**src/rtl/zircon_adc_pkg.sv**
```systemverilog
// Shared constants for the TLC549 sample FIFO:
// register addresses and register bit-field positions.
package zircon_adc_pkg;

  localparam logic [1:0] ADDR_DATA   = 2'd0;
  localparam logic [1:0] ADDR_STATUS = 2'd1;
  localparam logic [1:0] ADDR_CTRL   = 2'd2;
  localparam logic [1:0] ADDR_AVG    = 2'd3;

  localparam int CTRL_EN_BIT     = 0;
  localparam int CTRL_FLUSH_BIT  = 1;
  localparam int CTRL_DECIM_LSB  = 8;
  localparam int CTRL_THRESH_LSB = 16;
  localparam int CTRL_FIELD_W    = 8;

  localparam int STAT_EMPTY_BIT = 16;
  localparam int STAT_FULL_BIT  = 17;
  localparam int STAT_OVF_BIT   = 18;

  localparam int DATA_VALID_BIT = 31;
  localparam int AVG_VALID_BIT  = 31;

endpackage

```
**src/rtl/zircon_adc_sync_fifo.sv**
```systemverilog
// Single-clock show-ahead FIFO with synchronous flush.
// Push while full is dropped unless a pop happens in the same cycle.
module zircon_adc_sync_fifo #(
  parameter int DATA_W     = 8,
  parameter int DEPTH_LOG2 = 4
) (
  input  logic                  clk,
  input  logic                  rst,
  input  logic                  push,
  input  logic                  pop,
  input  logic                  flush,
  input  logic [DATA_W-1:0]     din,
  output logic [DATA_W-1:0]     dout,
  output logic [DEPTH_LOG2:0]   count,
  output logic                  full,
  output logic                  empty
);

  localparam logic [DEPTH_LOG2:0] DEPTH_C =
    (DEPTH_LOG2+1)'(2**DEPTH_LOG2);

  logic [DATA_W-1:0]     mem_q [2**DEPTH_LOG2];
  logic [DEPTH_LOG2-1:0] wptr_q, wptr_d;
  logic [DEPTH_LOG2-1:0] rptr_q, rptr_d;
  logic [DEPTH_LOG2:0]   cnt_q, cnt_d;
  logic                  do_push, do_pop;

  assign empty   = (cnt_q == '0);
  assign full    = (cnt_q == DEPTH_C);
  assign count   = cnt_q;
  assign dout    = mem_q[rptr_q];
  assign do_pop  = pop && !empty && !flush;
  assign do_push = push && !flush && (!full || do_pop);

  // Pointer and occupancy update; flush wins over push/pop
  always_comb begin
    wptr_d = wptr_q;
    rptr_d = rptr_q;
    cnt_d  = cnt_q;
    if (flush) begin
      wptr_d = '0;
      rptr_d = '0;
      cnt_d  = '0;
    end else begin
      if (do_push) wptr_d = wptr_q + 1'b1;
      if (do_pop)  rptr_d = rptr_q + 1'b1;
      unique case ({do_push, do_pop})
        2'b10:   cnt_d = cnt_q + 1'b1;
        2'b01:   cnt_d = cnt_q - 1'b1;
        default: cnt_d = cnt_q;
      endcase
    end
  end

  // Pointer/count registers
  always_ff @(posedge clk or posedge rst) begin
    if (rst) begin
      wptr_q <= '0;
      rptr_q <= '0;
      cnt_q  <= '0;
    end else begin
      wptr_q <= wptr_d;
      rptr_q <= rptr_d;
      cnt_q  <= cnt_d;
    end
  end

  // Storage array; contents need no reset
  always_ff @(posedge clk) begin
    if (do_push) mem_q[wptr_q] <= din;
  end

endmodule

```
**src/rtl/zircon_avalon_adc_fifo.sv**
```systemverilog
// Avalon-MM front end for the TLC549 sample FIFO: registers, decimator, irq.
// Block averaging is built only when ZIRCON_ADC_FIFO_AVG_EN is defined.
module zircon_avalon_adc_fifo
  import zircon_adc_pkg::*;
#(
  parameter int DATA_W     = 8,
  parameter int DEPTH_LOG2 = 4,
  parameter int AVG_LOG2   = 3
) (
  input  logic              csi_clk,
  input  logic              rsi_reset,
  input  logic [1:0]        avs_address,
  input  logic              avs_read,
  input  logic              avs_write,
  input  logic [31:0]       avs_writedata,
  output logic [31:0]       avs_readdata,
  input  logic [DATA_W-1:0] sample_data,
  input  logic              sample_valid,
  output logic              ins_irq
);

  localparam int FW = CTRL_FIELD_W;

  logic          enable_q, enable_d;
  logic [FW-1:0] decim_q, decim_d;
  logic [FW-1:0] thresh_q, thresh_d;
  logic [FW-1:0] dcnt_q, dcnt_d;
  logic          ovf_q, ovf_d;
  logic          irq_q, irq_d;
  logic [31:0]   rdata_q, rdata_d;

  logic                ctrl_wr, stat_wr, flush;
  logic                accept, pop_req;
  logic [DATA_W-1:0]   dout;
  logic [DEPTH_LOG2:0] count;
  logic                full, empty;
  logic                unused_wdata;

  assign ctrl_wr = avs_write && (avs_address == ADDR_CTRL);
  assign stat_wr = avs_write && (avs_address == ADDR_STATUS);
  assign flush   = ctrl_wr && avs_writedata[CTRL_FLUSH_BIT];
  assign pop_req = avs_read && (avs_address == ADDR_DATA);
  assign accept  = sample_valid && enable_q && (dcnt_q == decim_q);
  assign unused_wdata = ^{avs_writedata[31:24], avs_writedata[7:2]};

  zircon_adc_sync_fifo #(
    .DATA_W     (DATA_W),
    .DEPTH_LOG2 (DEPTH_LOG2)
  ) u_fifo (
    .clk   (csi_clk),
    .rst   (rsi_reset),
    .push  (accept),
    .pop   (pop_req),
    .flush (flush),
    .din   (sample_data),
    .dout  (dout),
    .count (count),
    .full  (full),
    .empty (empty)
  );

`ifdef ZIRCON_ADC_FIFO_AVG_EN
  localparam int ACC_W = DATA_W + AVG_LOG2;

  logic [ACC_W-1:0]    acc_q, acc_d, acc_sum;
  logic [AVG_LOG2-1:0] acnt_q, acnt_d;
  logic [DATA_W-1:0]   avg_q, avg_d;
  logic                avgv_q, avgv_d;

  assign acc_sum = acc_q + ACC_W'(sample_data);

  // Sum accepted samples; publish mean after each full block
  always_comb begin
    acc_d  = acc_q;
    acnt_d = acnt_q;
    avg_d  = avg_q;
    avgv_d = avgv_q;
    if (avs_read && (avs_address == ADDR_AVG)) avgv_d = 1'b0;
    if (flush || !enable_q) begin
      acc_d  = '0;
      acnt_d = '0;
    end else if (accept) begin
      if (&acnt_q) begin
        avg_d  = acc_sum[ACC_W-1:AVG_LOG2];
        avgv_d = 1'b1;
        acc_d  = '0;
        acnt_d = '0;
      end else begin
        acc_d  = acc_sum;
        acnt_d = acnt_q + 1'b1;
      end
    end
  end

  // Averager registers
  always_ff @(posedge csi_clk or posedge rsi_reset) begin
    if (rsi_reset) begin
      acc_q  <= '0;
      acnt_q <= '0;
      avg_q  <= '0;
      avgv_q <= 1'b0;
    end else begin
      acc_q  <= acc_d;
      acnt_q <= acnt_d;
      avg_q  <= avg_d;
      avgv_q <= avgv_d;
    end
  end
`else
  localparam int unused_avg_log2 = AVG_LOG2;
`endif

  // Control, decimator, overflow, irq and read mux
  always_comb begin
    enable_d = enable_q;
    decim_d  = decim_q;
    thresh_d = thresh_q;
    dcnt_d   = dcnt_q;
    ovf_d    = ovf_q;
    rdata_d  = rdata_q;
    irq_d    = enable_q && (thresh_q != '0) &&
               (32'(count) >= 32'(thresh_q));

    if (ctrl_wr || !enable_q)  dcnt_d = '0;
    else if (sample_valid)     dcnt_d = accept ? '0 : dcnt_q + 1'b1;

    if (ctrl_wr) begin
      enable_d = avs_writedata[CTRL_EN_BIT];
      decim_d  = avs_writedata[CTRL_DECIM_LSB +: FW];
      thresh_d = avs_writedata[CTRL_THRESH_LSB +: FW];
    end

    if (stat_wr && avs_writedata[STAT_OVF_BIT]) ovf_d = 1'b0;
    if (accept && !flush && full && !(pop_req && !empty))
      ovf_d = 1'b1;

    if (avs_read) begin
      rdata_d = '0;
      unique case (avs_address)
        ADDR_DATA: begin
          if (!empty) begin
            rdata_d[DATA_VALID_BIT] = 1'b1;
            rdata_d[DATA_W-1:0]     = dout;
          end
        end
        ADDR_STATUS: begin
          rdata_d[DEPTH_LOG2:0]   = count;
          rdata_d[STAT_EMPTY_BIT] = empty;
          rdata_d[STAT_FULL_BIT]  = full;
          rdata_d[STAT_OVF_BIT]   = ovf_q;
        end
        ADDR_CTRL: begin
          rdata_d[CTRL_EN_BIT]            = enable_q;
          rdata_d[CTRL_DECIM_LSB +: FW]  = decim_q;
          rdata_d[CTRL_THRESH_LSB +: FW] = thresh_q;
        end
        ADDR_AVG: begin
`ifdef ZIRCON_ADC_FIFO_AVG_EN
          rdata_d[AVG_VALID_BIT] = avgv_q;
          rdata_d[DATA_W-1:0]    = avg_q;
`endif
        end
        default: rdata_d = '0;
      endcase
    end
  end

  // Register file state
  always_ff @(posedge csi_clk or posedge rsi_reset) begin
    if (rsi_reset) begin
      enable_q <= 1'b0;
      decim_q  <= '0;
      thresh_q <= '0;
      dcnt_q   <= '0;
      ovf_q    <= 1'b0;
      irq_q    <= 1'b0;
      rdata_q  <= '0;
    end else begin
      enable_q <= enable_d;
      decim_q  <= decim_d;
      thresh_q <= thresh_d;
      dcnt_q   <= dcnt_d;
      ovf_q    <= ovf_d;
      irq_q    <= irq_d;
      rdata_q  <= rdata_d;
    end
  end

  assign avs_readdata = rdata_q;
  assign ins_irq      = irq_q;

endmodule
```
**config.mk**
```make
export PLATFORM = sky130hd
export DESIGN_NAME = zircon_avalon_adc_fifo
export DESIGN_NICKNAME = d
export VERILOG_FILES = /design/src/rtl/zircon_adc_pkg.sv /design/src/rtl/zircon_adc_sync_fifo.sv /design/src/rtl/zircon_avalon_adc_fifo.sv
export SDC_FILE = /design/constraint.sdc
export NUM_CORES = 1
export LEC_CHECK = 0
export BUFFER_PORTS_ARGS = -buffer_cell sky130_fd_sc_hd__buf_2
export CAP_MARGIN = 10
export CORE_ASPECT_RATIO = 0.9
export CORE_MARGIN = 5
export CORE_UTILIZATION = 39
export DETAILED_ROUTE_END_ITERATION = 8
export PLACE_DENSITY_LB_ADDON = 0.05
export SLEW_MARGIN = 20
export SYNTH_ARGS = -nofsm -noshare
export SYNTH_HDL_FRONTEND = slang
export SYNTH_SLANG_ARGS = --single-unit
```
**constraint.sdc**
```tcl
create_clock -name csi_clk -period 4 [get_ports csi_clk]
set_input_delay 0.6 -clock csi_clk [delete_from_list [all_inputs] [get_ports csi_clk]]
set_output_delay 0.6 -clock csi_clk [all_outputs]
set_load 0.03 [all_outputs]
```
==> impl_metrics.toml, run 1 <==
[place]
globalplace.congestion = 0.7718
io_buffers = 58
pre_cts_ws_ps = 766.2
hpwl_um = 12870

[synth]
synth.largest_area_cell = "edfxtp_1"
synth_xor_area_share_pct = 2.223
synthFlopType = "edfxtp_1"
synth-seq-area-share_pct = 66.11
postSynthCellCount = 537
synth_top_family_by_area = "multiplexers"
yosysWarnings = 0
synthAdderAreaFrac_pct = 2.571
synth.top_cells.by_area = "edfxtp_1, dfrtp_1, mux4_2"
synth_cell_type_count = 53
synthMuxAreaShare_pct = 12.73
synth-edff-count = 128
ys_ff_latch = 193
synth_compound_area_share_pct = 6.003
synth.avg_cell_area_um2 = 15.41
netlist.area_leader.share_pct = 46.45
netlist_area_um2 = 8274
synth-simple-area-share_pct = 7.001
synth-async-reset-ratio_pct = 33.68

[clocking]
cts.path.max_buffers = 2
post_cts_buffers = 0
postCtsHoldBufs = 0
htreeDepth = 4
clk_latency_ps = 430
cts_resized = 0
clock-sinks = 193
cts-root-buf = "clkbuf_16"
path_clk_slew_ps = 70
cts_buffers = 17
cts_tree = "done"

[sta]
hold_viol_final = 0
min_period_ps = 3184
clock_skew_ps = 10.65
fin_hold_ws_ps = 298.9
setup-tns-final_ps = 0
rsz0062_at_grt = "false"
slew-limit-headroom_pct = 30.97
finalCritPeriodShare_pct = 79.61
setup_slack_ps = 815.7
maxSlewViolCount = 0
worst_pin_slew_ps = 1032
setup_viol = 0
fmax_mhz = 314.0

[worst_setup_path]
critical_path_arrival_ps = 3230
rrSetupSlack_ps = 820
criticalPathCategory = "register to register"
path_max_fanout = 8
r2r-start = "decim_q[6]"
rr_worst_depth = 6
end_kind = "register"
reg2reg_to = "u_fifo.mem_q[15][0]"
worstSetupStartpointType = "register"
crit_required_ps = 4050

[final_layout]
drive_above_1_share_pct = 27.60
finish.utilization_pct = 45.42
fillCellCount = 1862
area_growth_pct = 14.35
diodes = 0
nets = 667

[global_routing]
track_usage_pct = 15.87
antenna_found_initial = 0
grt_pass1_vias = 4928
grt_pass1_wl_um = 28880
grt_overflow = 0
grt_max_degree = 37

[routing]
viasPerCell = 5.178
num_vias = 4671
firstDrtPassIters = 4
wl_per_cell_um = 20.54
met1_length_um = 9179
route.met2.wl_um = 8563
drc = 0
dr.max_layer_used = "met4"
dr.first_iter.drc_count = 269
routed_wl_um = 18530
dr_wl_met3_um = 648
ant_nets = 0

[power]
ir_drop_v = 0.0002762
power_density_nw_per_um2 = 567.0
p_leak_nw = 3.628
power_mw = 5.365

[floorplan]
core_um2 = 20830
rows = 50
initial_core_util_pct = 39.72
die-area_um2 = 24230
die_h_um = 148.2
io_pins = 80
die_w_um = 163.5

[run_status]
status = "completed"

[hold_path]
holdCritPathClass = "input port to async pin"

[flow_run]
drv_cap = 0
==> through the flow <==
step                      cells  cell area [um^2]
after floorplan             543              8297
after global placement      870              8879
after detailed placement    870              8879
after CTS                   902              9462
after global routing        902              9462
final                       902              9462
==> synthesized netlist by cell type (2+ instances only) <==
| cell | instances |
|---|---|
| mux2_2 | 22 |
| or2_2 | 2 |
| a21oi_1 | 15 |
| nor2_1 | 28 |
| nor4_2 | 3 |
| nand3_1 | 20 |
| and2_1 | 5 |
| and3_1 | 14 |
| buf_4 | 8 |
| a21o_1 | 8 |
| inv_1 | 32 |
| a32o_1 | 2 |
| xor2_1 | 13 |
| edfxtp_1 | 128 |
| or3_1 | 2 |
| a31oi_1 | 3 |
| a22oi_1 | 10 |
| nand2_1 | 17 |
| clkbuf_1 | 11 |
| nand4_1 | 4 |
| o22ai_1 | 2 |
| o2bb2ai_1 | 3 |
| buf_2 | 6 |
| xnor2_1 | 8 |
| buf_1 | 2 |
| nand2b_1 | 2 |
| mux4_2 | 34 |
| ha_1 | 17 |
| dfrtp_1 | 65 |
| o21ai_0 | 22 |
| mux2i_1 | 4 |
| nor4_1 | 2 |
| o31ai_1 | 2 |
| nor3_1 | 2 |
==> flip-flops by register name, summed over array words and instances (netlist names) <==
signal         count
avs_readdata      25
ovf_q              1
u_fifo.mem_q     128
u_fifo.wptr_q      4
ins_irq            1
thresh_q           8
decim_q            8
u_fifo.count       5
dcnt_q             8
u_fifo.rptr_q      4
enable_q           1
==> where the power goes <==
group | switching, mW | total, mW | internal (mW)
Clock | 0.781 | 1.71 | 0.933
Sequential | 0.242 | 2.48 | 2.24
Combinational | 0.583 | 1.17 | 0.584
==> metal layers <==
metal	vias up	GRT usage, %
met5	-	0
met4	0	3.145
met3	12	3.574
met2	94	24.42
met1	2414	23.40
li1	2151	-
==> worst max-delay path by stage <==
| stage | to | cells past startpoint | start | slack (ps) |
|---|---|---|---|---|
| 6_report | u_fifo.mem_q[15][0] | 6 | decim_q[6] | 820 |
| 4_1_cts | u_fifo.mem_q[13][0] | 6 | dcnt_q[6] | 780 |
| 3_5_place_dp | u_fifo.mem_q[13][3] | 10 | avs_address[0] | 770 |
| 5_1_grt | u_fifo.mem_q[12][2] | 6 | decim_q[6] | 620 |
| 3_3_place_gp | u_fifo.count[4] | 14 | avs_address[0] | 820 |
| 2_1_floorplan | u_fifo.count[4] | 13 | avs_address[0] | 1280 |
==> cell usage in the layout (no fill, tap or decap), types with 8 or more instances in the layout <==
master	Yosys	routed
edfxtp_1	128	128
dfrtp_1	65	64
buf_2	6	58
mux4_2	34	34
inv_1	32	31
nor2_1	28	28
mux2_2	22	22
o21ai_0	22	22
nand3_1	20	20
nand2_1	17	17
ha_1	17	17
clkbuf_16	0	17
a21oi_1	15	15
and3_1	14	14
xor2_1	13	13
buf_4	8	11
a22oi_1	10	10
xnor2_1	8	8
a21o_1	8	8
==> critical path, stage by stage (launching register included) <==
cell	delay (ps)
dfrtp_1	410
xor2_1	180
nor4_2	540
nand3_2	220
nor3_4	370
nand3_1	240
nor2_1	830
==> logic make-up after synthesis <==
logic type	count (synthesis)
buf+inv	61
xor+xnor	21
simple gates	108
flops	193
other cells	1
fa+ha+maj	17
compound gates	76
mux	60
==> cell type report <==
cell class / count / area, um^2 / share of cell area [%]
flip-flops and latches: 193 / 5472 / 57.83
well taps: 286 / 357.8 / 3.782
clock buffers: 18 / 429.2 / 4.536
multi-input cells: 289 / 2552 / 26.98
clock inverters: 14 / 153.9 / 1.627
repair buffers: 69 / 372.9 / 3.941
inverters: 33 / 123.9 / 1.309
No activity file was read; power rests on OpenSTA's default activity.
==> run 2, diff against run 1 <==
==> constraint.sdc (replaced) <==
create_clock -name csi_clk -period 3.3 [get_ports csi_clk]
set_input_delay 0.495 -clock csi_clk [delete_from_list [all_inputs] [get_ports csi_clk]]
set_output_delay 0.495 -clock csi_clk [all_outputs]
set_load 0.03 [all_outputs]
==> run 2 against run 1 <==
Effect of this change: first-iteration DRC count increased by 13%; clock power increased by 9%; clock skew increased by 2.6 ps; routed wire length increased by 1.2%; utilization increased by 0.19 points; clock-buffer cell count unchanged; register-to-register slack got worse by 300 ps; final cell count increased by 1.3%; power increased by 17%; cell area increased by 0.41%; combinational power increased by 24%; critical path type unchanged; largest cell class unchanged.
==> impl_metrics.toml, run 2 (synthesis gave the netlist of run 1 again) <==
[run_status]
status = "completed"

[global_routing]
met1_usage_pct = 23.54
busiest_layer = "met2"
grt_overflow = 0
grt_pass1_wl_um = 29080
use_met2_pct = 25.12
grtUsageMet3_pct = 3.491
track_usage_pct = 16.11
grt_max_degree = 37
antenna_found_initial = 0
grt_pass1_vias = 4915

[place]
io_buffers = 58
place_area_um2 = 8984
globalplace.congestion = 0.7581
hpwl_um = 12770
pre_cts_ws_ps = 403.8

[routing]
firstDrtPassIters = 4
drc = 0
routed_wl_um = 18760
num_vias = 4668
wl_per_cell_um = 20.52
ant_nets = 0
viasPerCell = 5.107
dr.first_iter.drc_count = 303

[worst_setup_path]
end_kind = "register"
max_stage_delay_ps = 570
r2r-start = "decim_q[6]"
crit_required_ps = 3360
crit_path_cell_trace = "xor2_1 > nor4_2 > nand3_2 > nor4_2 > and3_1"
path_max_fanout = 8
worstSetupStartpointType = "register"
cp_top_family = "simple AND/OR/NAND/NOR gates"
crit_buf_inv = 0
criticalPathCategory = "register to register"
rr_worst_depth = 5
rrSetupSlack_ps = 520
reg2reg_to = "u_fifo.mem_q[11][0]"
cpMostUsedCell = "nor4_2"
cpMaxStageDelayCell = "and3_1"
critical_path_arrival_ps = 2840

[final_layout]
largest_reg_flops = 128
most-common-layout-cells = "edfxtp_1, dfrtp_1, buf_2, mux4_2, inv_1"
area_growth_pct = 14.82
nets = 681
final_common_cell = "edfxtp_1"
final_cell_area_um2 = 9500
largest-register = "u_fifo.mem_q"
drive_above_1_share_pct = 28.66
diodes = 0
finish.utilization_pct = 45.60

[sta]
slew-limit-headroom_pct = 54.97
rsz0062_at_grt = "false"
min_period_ps = 2784
setup_slack_ps = 515.7
worst_pin_slew_ps = 675.5
hold_viol_final = 0
finalCritPeriodShare_pct = 84.37
clock_skew_ps = 13.22
setup_viol = 0
setup-tns-final_ps = 0
maxSlewViolCount = 0
fmax_mhz = 359.2

[clocking]
clk_latency_ps = 430
cts-root-buf = "clkbuf_16"
cts_buffers = 17
cts_tree = "done"
post_cts_buffers = 0
postCtsHoldBufs = 0
path_clk_slew_ps = 70
cts_resized = 0
cts.path.max_buffers = 2
clock-sinks = 193
htreeDepth = 4

[hold_path]
holdCritPathClass = "input port to async pin"

[power]
power_density_nw_per_um2 = 662.5
power_mw = 6.294
p_switching_mw = 1.892
p_int_mw = 4.402
seqPwrFrac_pct = 47.5
ir_drop_v = 0.0003204
pwr-share-clk_pct = 29.5
pwr-share-comb_pct = 23.0
swShare_pct = 30.06
p_leak_nw = 3.673

[floorplan]
io_pins = 80
initial_core_util_pct = 39.72
rows = 50
die-area_um2 = 24230
die_h_um = 148.2
core_um2 = 20830
die_w_um = 163.5

[flow_run]
drv_cap = 0
run 2: cell count changes in the layout (fill, tap and decap cells not counted), sizes merged:
| cell | before | now |
|---|---|---|
| bufinv | 2 | 0 |
| clkinv | 5 | 8 |
| clkinvlp | 3 | 2 |
| buf | 69 | 83 |
| inv | 37 | 35 |
run 2: final cells by class:
class	count	area (um^2)
Fill cell	1871	11330
Clock inverter	12	87.58
Tap cell	286	357.8
Sequential cell	193	5472
Clock buffer	18	429.2
Inverter	33	123.9
Timing Repair Buffer	83	478.0
Multi-Input combinational cell	289	2552
run 2: worst max-delay path by stage:
| stage | from | end | cells past startpoint | slack, ps |
|---|---|---|---|---|
| 3_5_place_dp | decim_q[6] | u_fifo.mem_q[11][4] | 5 | 400 |
| 5_1_grt | decim_q[6] | u_fifo.mem_q[11][0] | 5 | 280 |
| 4_1_cts | decim_q[6] | u_fifo.mem_q[11][0] | 5 | 390 |
| 3_3_place_gp | avs_address[0] | u_fifo.count[4] | 14 | 490 |
| 2_1_floorplan | avs_address[0] | u_fifo.count[4] | 13 | 680 |
| 6_report | decim_q[6] | u_fifo.mem_q[11][0] | 5 | 520 |
run 2: through the flow:
step                      std cells  hold WS [ps]
final                           914         121.9
after global routing            914         157.9
after CTS                       914         129.8
after detailed placement        884         468.4
after global placement          884         464.7
after floorplan                 543         466.6
run 2: metal layers:
layer	share of wire, %	vias to the layer above
li1	-	2168
met1	48	2417
met2	47	75
met3	3.8	8
met4	0.64	0
met5	0	-
run 2: power by group through the flow:
stage / clock network (mW) / logic, mW / registers [mW]
finish: 1.86 / 1.45 / 2.99
global route: 2.00 / 1.59 / 3.02
CTS: 1.90 / 1.48 / 3.00
detailed placement: 0 / 1.47 / 3.05
global placement: 0 / 1.45 / 3.04
floorplan: 0 / 1.09 / 2.96
